## config.mk

```make
export PLATFORM = sky130hd
export DESIGN_NAME = anpc_lev_sched_flat
export DESIGN_NICKNAME = d
export VERILOG_FILES = /design/src/rtl/anpc_lev_sched_if.sv /design/src/rtl/anpc_lev_sched.sv /design/src/flat_wrapper.sv
export SDC_FILE = /design/constraint.sdc
export NUM_CORES = 1
export LEC_CHECK = 0
export CAP_MARGIN = 10
export CELL_PAD_IN_SITES_DETAIL_PLACEMENT = 0
export CELL_PAD_IN_SITES_GLOBAL_PLACEMENT = 2
export CORE_MARGIN = 2
export CORE_UTILIZATION = 33
export CTS_BUF_LIST = sky130_fd_sc_hd__clkbuf_8
export DETAILED_ROUTE_END_ITERATION = 6
export MAX_ROUTING_LAYER = met4
export PLACE_DENSITY = 0.87
export SKIP_LAST_GASP = 1
export SYNTH_ARGS = -nofsm -noshare
export SYNTH_HDL_FRONTEND = slang
export SYNTH_SLANG_ARGS = --single-unit
```

## constraint.sdc

```tcl
create_clock -name clk -period 4.2 [get_ports clk]
set_input_delay 0.42 -clock clk [delete_from_list [all_inputs] [get_ports clk]]
set_output_delay 0.42 -clock clk [all_outputs]
set_load 0.02 [all_outputs]
```

## src/rtl/anpc_lev_sched_if.sv

```systemverilog
// rtl/anpc_lev_sched_if.sv - modulator/leg-FSM side signal bundle for the ANPC level scheduler
interface anpc_lev_sched_if #(
  parameter int TW = 10,
  parameter int RW = 8
);
  logic          ce;
  logic          en;
  logic          fault;
  logic [1:0]    lev_req;
  logic [TW-1:0] dwell_min;
  logic          rot_en;
  logic [1:0]    comm_fix;
  logic [RW-1:0] rot_period;
  logic [1:0]    v_lev;
  logic [1:0]    comm_type;
  logic          ready;
  logic          lev_err;
  logic [2:0]    state_o;

  modport master (
    output ce, en, fault, lev_req, dwell_min, rot_en, comm_fix, rot_period,
    input  v_lev, comm_type, ready, lev_err, state_o
  );

  modport slave (
    input  ce, en, fault, lev_req, dwell_min, rot_en, comm_fix, rot_period,
    output v_lev, comm_type, ready, lev_err, state_o
  );
endinterface

```

## src/rtl/anpc_lev_sched.sv

```systemverilog
// rtl/anpc_lev_sched.sv - dwell-limited 3L-ANPC level scheduler with zero-pass and commutation rotation
module anpc_lev_sched #(
  parameter int TW = 10,
  parameter int RW = 8
) (
  input  logic             clk,
  input  logic             rst_n,
  anpc_lev_sched_if.slave  bus
);

  typedef enum logic [2:0] {
    S_IDLE  = 3'd0,
    S_RUN   = 3'd1,
    S_ZPASS = 3'd2,
    S_SHDN  = 3'd3,
    S_FAULT = 3'd4
  } state_t;

  state_t        state_q, state_d;
  logic [1:0]    v_lev_q, v_lev_d;
  logic [TW-1:0] dwell_q;
  logic [1:0]    comm_q;
  logic [1:0]    comm_rot_q;   // commutation type handed out on the next rotated entry
  logic [RW-1:0] rot_cnt_q;
  logic [RW-1:0] rot_last;
  logic          lev_err_q, lev_err_d;
  logic          permit;
  logic          comm_upd;

  // I -> II -> III -> I; code 1 (IU) is never produced
  function automatic logic [1:0] rot_next(input logic [1:0] c);
    case (c)
      2'd0:    rot_next = 2'd2;
      2'd2:    rot_next = 2'd3;
      default: rot_next = 2'd0;
    endcase
  endfunction

  assign permit   = (dwell_q >= bus.dwell_min);
  assign rot_last = (bus.rot_period == '0) ? '0 : bus.rot_period - 1'b1;
  assign comm_upd = (v_lev_q == 2'd0) && (v_lev_d != 2'd0);

  // Next state / next level; fault overrides everything, then en=0, then lev_req
  always_comb begin
    state_d   = state_q;
    v_lev_d   = v_lev_q;
    lev_err_d = 1'b0;
    case (state_q)
      S_IDLE: begin
        v_lev_d = 2'd0;
        if (bus.en) state_d = S_RUN;
      end
      S_RUN: begin
        if (!bus.en) begin
          state_d = S_SHDN;
        end else if (bus.lev_req == 2'd3) begin
          lev_err_d = 1'b1;
        end else if (permit && (bus.lev_req != v_lev_q)) begin
          if ((v_lev_q != 2'd0) && (bus.lev_req != 2'd0)) begin
            v_lev_d = 2'd0;          // P<->N must pass through zero
            state_d = S_ZPASS;
          end else begin
            v_lev_d = bus.lev_req;
          end
        end
      end
      S_ZPASS: begin
        if (!bus.en) begin
          state_d = S_SHDN;
        end else if (permit) begin
          state_d = S_RUN;
          v_lev_d = (bus.lev_req == 2'd3) ? 2'd0 : bus.lev_req;
        end
      end
      S_SHDN: begin
        if (bus.en) begin
          state_d = S_RUN;
        end else if (permit) begin
          if (v_lev_q != 2'd0) v_lev_d = 2'd0;
          else                 state_d = S_IDLE;
        end
      end
      S_FAULT: begin
        v_lev_d = 2'd0;
        if (!bus.en) state_d = S_IDLE;
      end
      default: begin
        state_d = S_IDLE;
        v_lev_d = 2'd0;
      end
    endcase
    if (bus.fault) begin
      state_d   = S_FAULT;
      v_lev_d   = 2'd0;
      lev_err_d = 1'b0;
    end
  end

  // State, dwell timer and commutation registers; fault and lev_err act on every edge
  always_ff @(posedge clk or negedge rst_n) begin
    if (!rst_n) begin
      state_q    <= S_IDLE;
      v_lev_q    <= 2'd0;
      dwell_q    <= '0;
      comm_q     <= 2'd0;
      comm_rot_q <= 2'd0;
      rot_cnt_q  <= '0;
      lev_err_q  <= 1'b0;
    end else begin
      lev_err_q <= bus.ce & lev_err_d;
      if (!bus.rot_en) rot_cnt_q <= '0;
      if (bus.fault) begin
        state_q <= S_FAULT;
        v_lev_q <= 2'd0;
        dwell_q <= '0;
      end else if (bus.ce) begin
        state_q <= state_d;
        v_lev_q <= v_lev_d;
        if ((state_q == S_FAULT) || (v_lev_d != v_lev_q)) dwell_q <= '0;
        else if (dwell_q != '1)                           dwell_q <= dwell_q + 1'b1;
        if (comm_upd) begin
          if (bus.rot_en) begin
            comm_q <= comm_rot_q;
            if (rot_cnt_q >= rot_last) begin
              rot_cnt_q  <= '0;
              comm_rot_q <= rot_next(comm_rot_q);
            end else begin
              rot_cnt_q <= rot_cnt_q + 1'b1;
            end
          end else begin
            comm_q <= (bus.comm_fix == 2'd1) ? 2'd0 : bus.comm_fix;
          end
        end
      end
    end
  end

  assign bus.v_lev     = v_lev_q;
  assign bus.comm_type = comm_q;
  assign bus.ready     = (state_q == S_RUN) && permit;
  assign bus.lev_err   = lev_err_q;
  assign bus.state_o   = state_q;

endmodule

```

## src/flat_wrapper.sv

```systemverilog
// flat-port wrapper written by rule: the top's interface ports become plain ports
module anpc_lev_sched_flat 
#(
  parameter int TW = 10,
  parameter int RW = 8
)
  (clk, rst_n, bus_ce, bus_en, bus_fault, bus_lev_req, bus_dwell_min, bus_rot_en, bus_comm_fix, bus_rot_period, bus_v_lev, bus_comm_type, bus_ready, bus_lev_err, bus_state_o);
  anpc_lev_sched_if #(.TW(TW), .RW(RW)) bus_i ();
  input  logic clk;
  input  logic rst_n;
  input wire logic [$bits(bus_i.ce)-1:0] bus_ce;
  input wire logic [$bits(bus_i.en)-1:0] bus_en;
  input wire logic [$bits(bus_i.fault)-1:0] bus_fault;
  input wire logic [$bits(bus_i.lev_req)-1:0] bus_lev_req;
  input wire logic [$bits(bus_i.dwell_min)-1:0] bus_dwell_min;
  input wire logic [$bits(bus_i.rot_en)-1:0] bus_rot_en;
  input wire logic [$bits(bus_i.comm_fix)-1:0] bus_comm_fix;
  input wire logic [$bits(bus_i.rot_period)-1:0] bus_rot_period;
  output wire logic [$bits(bus_i.v_lev)-1:0] bus_v_lev;
  output wire logic [$bits(bus_i.comm_type)-1:0] bus_comm_type;
  output wire logic [$bits(bus_i.ready)-1:0] bus_ready;
  output wire logic [$bits(bus_i.lev_err)-1:0] bus_lev_err;
  output wire logic [$bits(bus_i.state_o)-1:0] bus_state_o;
  assign bus_i.ce = bus_ce;
  assign bus_i.en = bus_en;
  assign bus_i.fault = bus_fault;
  assign bus_i.lev_req = bus_lev_req;
  assign bus_i.dwell_min = bus_dwell_min;
  assign bus_i.rot_en = bus_rot_en;
  assign bus_i.comm_fix = bus_comm_fix;
  assign bus_i.rot_period = bus_rot_period;
  assign bus_v_lev = bus_i.v_lev;
  assign bus_comm_type = bus_i.comm_type;
  assign bus_ready = bus_i.ready;
  assign bus_lev_err = bus_i.lev_err;
  assign bus_state_o = bus_i.state_o;
  anpc_lev_sched #(.TW(TW), .RW(RW)) u_core (.clk(clk), .rst_n(rst_n), .bus(bus_i));
endmodule
```

==> results of run 1 <==
==> per-stage QoR <==
step | std cells | area (sq um) | hold slack [ns] | util (%) | setup slack [ns]
final | 434 | 3048 | 0.5092 | 41.58 | 0.8022
after global routing | 434 | 3048 | 0.5326 | 41.58 | 0.4879
after CTS | 434 | 3048 | 0.5156 | 41.58 | 0.7644
after detailed placement | 430 | 2977 | 0.4935 | 40.60 | 0.4937
after global placement | 430 | 2977 | 0.4883 | 40.60 | 0.5387
after floorplan | 305 | 2527 | 0.1244 | - | 1.280
==> final cells by class <==
type	instances	area, sq um	area share (%)
clock inverters	1	30.03	0.9852
multi-input cells	244	1694	55.58
repair buffers	39	382.9	12.56
flip-flops and latches	28	700.7	22.99
clock buffers	3	41.29	1.355
well taps	99	123.9	4.064
inverters	20	75.07	2.463
==> sequential cells by signal, indices dropped and copies added (netlist names) <==
name and count:
u_core.dwell_q 10, u_core.rot_cnt_q 8, u_core.bus.state_o 3, u_core.bus.comm_type 2
u_core.bus.v_lev 2, u_core.comm_rot_q 2, u_core.bus.lev_err 1
==> placed cells by master (no fill, tap or decap), types with 12 or more instances in the layout <==
cell type,netlist,layout
sky130_fd_sc_hd__a21oi_1,18,18
sky130_fd_sc_hd__clkdlybuf4s50_1,0,36
sky130_fd_sc_hd__dfrtp_1,28,28
sky130_fd_sc_hd__ha_1,21,21
sky130_fd_sc_hd__inv_1,20,20
sky130_fd_sc_hd__nand2_1,26,26
sky130_fd_sc_hd__nand3_1,15,15
sky130_fd_sc_hd__nor2_1,17,17
sky130_fd_sc_hd__nor2b_1,12,12
sky130_fd_sc_hd__o21ai_0,21,21
==> how the worst max path moves through the flow <==
| stage | cells after the start | slack (ns) | from | to |
|---|---|---|---|---|
| final | 9 | 0.80 | bus_dwell_min[7] | bus_ready |
| after global routing | 13 | 0.49 | bus_rot_period[0] | u_core.rot_cnt_q[0] |
| after CTS | 13 | 0.76 | bus_rot_period[0] | u_core.rot_cnt_q[5] |
| after detailed placement | 13 | 0.49 | bus_rot_period[0] | u_core.rot_cnt_q[0] |
| after global placement | 13 | 0.54 | bus_rot_period[0] | u_core.rot_cnt_q[0] |
| after floorplan | 12 | 1.28 | bus_rot_period[0] | u_core.rot_cnt_q[0] |
==> metal layers <==
layer / vias to the layer above / GRT usage, % / share of wire [%]
li1: 1203 / - / -
met2: 44 / 23.84 / 45
met1: 1083 / 21.20 / 51
met5: - / - / 0
met3: 4 / 1.660 / 3.2
met4: 0 / 4.419 / 1.1
==> critical path, delay by kind of cell <==
family	cells	cell delay, ns
adder cells (fa/ha/maj)	1	0.31
AO/OA/AOI/OAI	1	0.19
AND/OR/NAND/NOR	4	1.05
buffers and inverters	3	1.02
==> kinds of logic after synthesis <==
family | Yosys count | share of synthesized area, %
DFF | 28 | 27.72
xor gates and xnor gates | 3 | 1.040
adders and majority gates | 21 | 10.40
muxes | 7 | 2.970
AOI/OAI and AO/OA | 87 | 25.50
buffers and inverters | 33 | 5.247
and+or+nand+nor | 126 | 27.13
==> where the power goes <==
part           switching [mW]  total [mW]  internal (mW)
sequential            0.00523       0.277          0.272
clock                  0.0944       0.222          0.128
combinational          0.0490      0.0976         0.0486
total                   0.149       0.597          0.448
==> impl_metrics.toml, run 1 <==
[outcome]
run_status = "complete, no violations"

[floorplanning]
rows = 31
initial_core_utilization_pct = 34.48
die_area_sq_um = 8375
io-pin-count = 37
floorplan.die.width_um = 91.52
core_area_sq_um = 7331
fp.dieH_um = 91.52

[clocking]
clk_pin_slew_ns = 0.10
cts_hold_buf = 0
ctsResizeCount = 0
ctsLongestPathBuffers = 2
htree_num_levels = 1
post-cts-setup-buffers = 0
insertion_delay_ns = 0.28
tritoncts = "yes"
cts_root_buffer = "sky130_fd_sc_hd__clkbuf_8"
cts_inserted_buffers = 3
clock_sinks = 28

[critical_path]
setup.worst_path.class = "input pin to output port"
worstPathRequired_ns = 3.78
rrSetupSlack_ns = 1.20
r2r_cells = 8
setup.worst_path.end_class = "output port"
arrival_ns = 2.98
crit_path_max_incr_delay_ns = 0.53
sequence_of_cells_on_the_critical_path = "clkdlybuf4s50_1 > inv_1 > ha_1 > a211oi_2 > nor2_1 > or3_4 > or2_0 > and2_1 > clkdlybuf4s50_1"
crit_top_cell = "sky130_fd_sc_hd__clkdlybuf4s50_1"
critPathMaxFanout = 7
crit-reg2reg-launch = "u_core.dwell_q[7]"
worst_setup_path_start_kind = "input pin"
r2r-end = "u_core.bus.comm_type[0]"
crit_path_max_delay_cell_type = "sky130_fd_sc_hd__clkdlybuf4s50_1"

[global_route]
grt_antenna_before_repair = 0
grt_pass1_vias = 2187
maximum_number_of_pins_on_one_net_before_global_route_repair = 29
grt-ovfl-total = 0
gr-usage-all-layers_pct = 15.37
grt_first_pass_wirelength_um = 10430

[timing]
final_period_minus_worst_setup_slack_ns = 3.398
final-setup-viol-count = 0
setup_tns_ns = 0
slew_headroom_pct = 54.56
hold_viol = 0
final.period_utilization_pct = 80.90
fmax_mhz = 294.3
maxSlewViolCount = 0
clock-skew-final_ns = 0.001637
worst_pin_slew_ns = 0.6794
setup_repair_after_global_routing_missed_its_margin = "no"

[synthesis]
synth.lib_cells_used.distinct = 60
synth-seq-cells = 28
synth_largest_type_area_fraction_pct = 27.72
synth.area.top_cells = "sky130_fd_sc_hd__dfrtp_1, sky130_fd_sc_hd__ha_1, sky130_fd_sc_hd__o21ai_0, sky130_fd_sc_hd__nand2_1, sky130_fd_sc_hd__a21oi_1"
postSynthCellCount = 305
share_of_synthesized_registers_carrying_an_async_set_or_reset_pct = 100.0
netlist_area_sq_um = 2527
synth_enable_flop_cells = 0
leading_post_synthesis_cells_by_instance_count = "sky130_fd_sc_hd__dfrtp_1, sky130_fd_sc_hd__nand2_1, sky130_fd_sc_hd__ha_1, sky130_fd_sc_hd__o21ai_0, sky130_fd_sc_hd__inv_1"
synth_fp_nets = 354
synth-main-ff-cell = "sky130_fd_sc_hd__dfrtp_1"
synthesis.yosys.warnings = 0
synthDominantAreaCellType = "sky130_fd_sc_hd__dfrtp_1"
synth.yosys.seq_area_share_pct = 27.72
top_count_cell_post_synth = "sky130_fd_sc_hd__dfrtp_1"
syn_area_per_cell_sq_um = 8.287

[route]
routed_wirelength_um = 6115
wl_cell_um = 14.09
detail_route_antenna_nets = 0
count_of_unresolved_drc_violations_after_routing = 0
detail_route.vias_per_cell = 5.378
dr.pass1.iters = 5
dr.first_iter.drc_count = 140
num_vias = 2334

[final_layout]
antenna_cells_inserted = 0
final_layout_size_suffix_gt1_share_pct = 5.672
filler_cell_count = 749
nets = 385
area.growth.synth_to_final_pct = 20.59

[pwr]
p_per_area_nw_per_um2 = 195.7
ir_worst_vdd_uv = 108.2
power_mw = 0.5966
power_leakage_nw = 1.294

[min_path]
min_path_type = "input pin to async pin"

[job]
maxCapViolCount = 0

[placement]
finalWeightedCongestion = 0.8179
io_buffer_count = 36
detailedPlacementHpwl_um = 4557
(Power assumes the default switching activity.)
==> run 2, diff against run 1 <==
- clock period: 4.2 -> 3.2 ns (I/O delays scaled with it)
==> run 2 against run 1 <==
Combinational power up 41%; sequential cell count is the same; first-iteration DRC count up 2.9%; critical path type is now input pin to flop; highest routed layer unchanged.
==> impl_metrics.toml, run 2 (synthesis results as in run 1) <==
[placement]
detailedPlacementHpwl_um = 4854
postPlaceCellArea_sq_um = 3104
finalWeightedCongestion = 0.8560
io_buffer_count = 36

[clocking]
clk_pin_slew_ns = 0.11
clock_sinks = 28
ctsLongestPathBuffers = 2
cts_hold_buf = 0
post-cts-setup-buffers = 0
cts_root_buffer = "sky130_fd_sc_hd__clkbuf_8"
tritoncts = "yes"
ctsResizeCount = 0
insertion_delay_ns = 0.29
cts_inserted_buffers = 3
htree_num_levels = 1

[route]
routed-wl-met2_um = 2887
routed_wirelength_um = 6357
dr.first_iter.drc_count = 144
detailroute.wirelength.met3_um = 216
detail_route.vias_per_cell = 5.475
count_of_unresolved_drc_violations_after_routing = 0
routedLengthMet1_um = 3188
dr.pass1.iters = 4
num_vias = 2469
wl_cell_um = 14.10
topRoutingLayerUsed = "met4"
detail_route_antenna_nets = 0

[job]
maxCapViolCount = 0

[final_layout]
post-route-cell-area_sq_um = 3183
largest_register_ff_count = 10
nets = 402
mostFrequentLayoutCell = "sky130_fd_sc_hd__clkdlybuf4s50_1"
area.growth.synth_to_final_pct = 25.94
largest-register = "u_core.dwell_q"
filler_cell_count = 748
mostFrequentLayoutCells = "sky130_fd_sc_hd__clkdlybuf4s50_1, sky130_fd_sc_hd__dfrtp_1, sky130_fd_sc_hd__nand2_1, sky130_fd_sc_hd__o21ai_0, sky130_fd_sc_hd__ha_1"
area.sequential_sq_um = 700.7
antenna_cells_inserted = 0
final_layout_size_suffix_gt1_share_pct = 10.51
multi_input_area_sq_um = 1699
post-route-util_pct = 43.42

[critical_path]
worst_setup_path_start_kind = "input pin"
crit_top_cell = "sky130_fd_sc_hd__ha_1"
worstPathRequired_ns = 3.43
crit_path_max_delay_cell_type = "sky130_fd_sc_hd__clkdlybuf4s50_1"
r2r_cells = 8
path_delay_family = "compound AO/OA/AOI/OAI gates"
crit_path_max_incr_delay_ns = 0.41
crit-reg2reg-launch = "u_core.dwell_q[7]"
r2r-end = "u_core.comm_rot_q[0]"
critPathMaxFanout = 6
rrSetupSlack_ns = 0.33
sequence_of_cells_on_the_critical_path = "clkdlybuf4s50_1 > inv_1 > ha_1 > nor2b_1 > nand3b_1 > or3_4 > and2_1 > ha_1 > o21ai_0 > a21oi_1 > o31a_1 > buf_4 > o221ai_1 > a32o_1"
path_buf_inv = 3
setup.worst_path.end_class = "flop"
arrival_ns = 3.19
setup.worst_path.class = "input pin to flop"

[global_route]
grt-ovfl-total = 0
grt_pass1_vias = 2263
grt_first_pass_wirelength_um = 10810
gr-usage-all-layers_pct = 16.02
maximum_number_of_pins_on_one_net_before_global_route_repair = 29
grt_antenna_before_repair = 0

[pwr]
power_leakage_nw = 1.400
ir_worst_vdd_uv = 142.7
power_mw = 0.7947
p_per_area_nw_per_um2 = 249.7

[floorplanning]
initial_core_utilization_pct = 34.48
floorplan.die.width_um = 91.52
fp.dieH_um = 91.52
rows = 31
die_area_sq_um = 8375
io-pin-count = 37
core_area_sq_um = 7331

[min_path]
min_path_type = "input pin to async pin"

[timing]
hold_viol = 0
fmax_mhz = 338.3
maxSlewViolCount = 0
clock-skew-final_ns = 0.002612
setup_repair_after_global_routing_missed_its_margin = "no"
worst_pin_slew_ns = 0.6668
final.period_utilization_pct = 92.36
setup_tns_ns = 0
final_period_minus_worst_setup_slack_ns = 2.956
final-setup-viol-count = 0
slew_headroom_pct = 55.41

[outcome]
run_status = "complete, no violations"
run 2: cell types whose count changed in the layout (fill, tap and decap cells not counted):
cell                              before  now
sky130_fd_sc_hd__or3_1                 4    3
sky130_fd_sc_hd__or2_1                 0    1
sky130_fd_sc_hd__or3_4                 1    2
sky130_fd_sc_hd__buf_4                 3   20
sky130_fd_sc_hd__clkdlybuf4s50_1      36   35
sky130_fd_sc_hd__dlymetal6s2s_1        0    1
sky130_fd_sc_hd__or2_0                 1    0
run 2: final cells by class:
class | instances | area share [%]
flip-flops and latches | 28 | 22.01
multi-input cells | 244 | 53.38
repair buffers | 56 | 16.12
well taps | 99 | 3.892
clock buffers | 3 | 1.297
inverters | 20 | 2.358
clock inverters | 1 | 0.9434
run 2: power by group:
group          leakage (nW)  internal, mW  switching [mW]
Clock                0.0357         0.168           0.128
Sequential            0.382         0.356         0.00353
Combinational         0.982        0.0688          0.0696
run 2: metal layers:
metal | vias to the layer above | global-route usage (%)
met3 | 4 | 1.328
li1 | 1242 | -
met5 | - | -
met4 | 0 | 4.798
met2 | 49 | 25.18
met1 | 1174 | 21.97
run 2: stage by stage:
step           hold WS (ns)  setup WS (ns)  instances
3_3_place_gp         0.4908       -0.05926        447
6_report             0.4022         0.2445        451
2_1_floorplan       0.02441         0.3802        305
5_1_grt              0.4487        0.05777        451
3_5_place_dp         0.4980        -0.1063        447
4_1_cts              0.4199        0.04965        451
run 2: worst max-delay path by stage:
stage                      startpoint              endpoint  depth (start not counted)  slack [ns]
floorplan           bus_rot_period[0]   u_core.rot_cnt_q[0]                         12        0.38
global placement    bus_rot_period[0]  u_core.comm_rot_q[0]                         13       -0.06
detailed placement  bus_rot_period[0]   u_core.rot_cnt_q[2]                         14       -0.11
CTS                  bus_dwell_min[7]             bus_ready                          9        0.05
global route         bus_dwell_min[7]  u_core.comm_rot_q[0]                         10        0.06
finish              bus_rot_period[0]   u_core.rot_cnt_q[2]                         14        0.24
run 2: worst register-to-register path: stages, from the launching register on:
cell and delay, ns:
sky130_fd_sc_hd__dfrtp_1 0.46, sky130_fd_sc_hd__ha_1 0.33, sky130_fd_sc_hd__a211oi_2 0.19, sky130_fd_sc_hd__nor2_1 0.07, sky130_fd_sc_hd__or3_4 0.40, sky130_fd_sc_hd__o21ai_0 0.23
sky130_fd_sc_hd__a32o_1 0.56, sky130_fd_sc_hd__o2111ai_4 0.18, sky130_fd_sc_hd__mux2_1 0.35
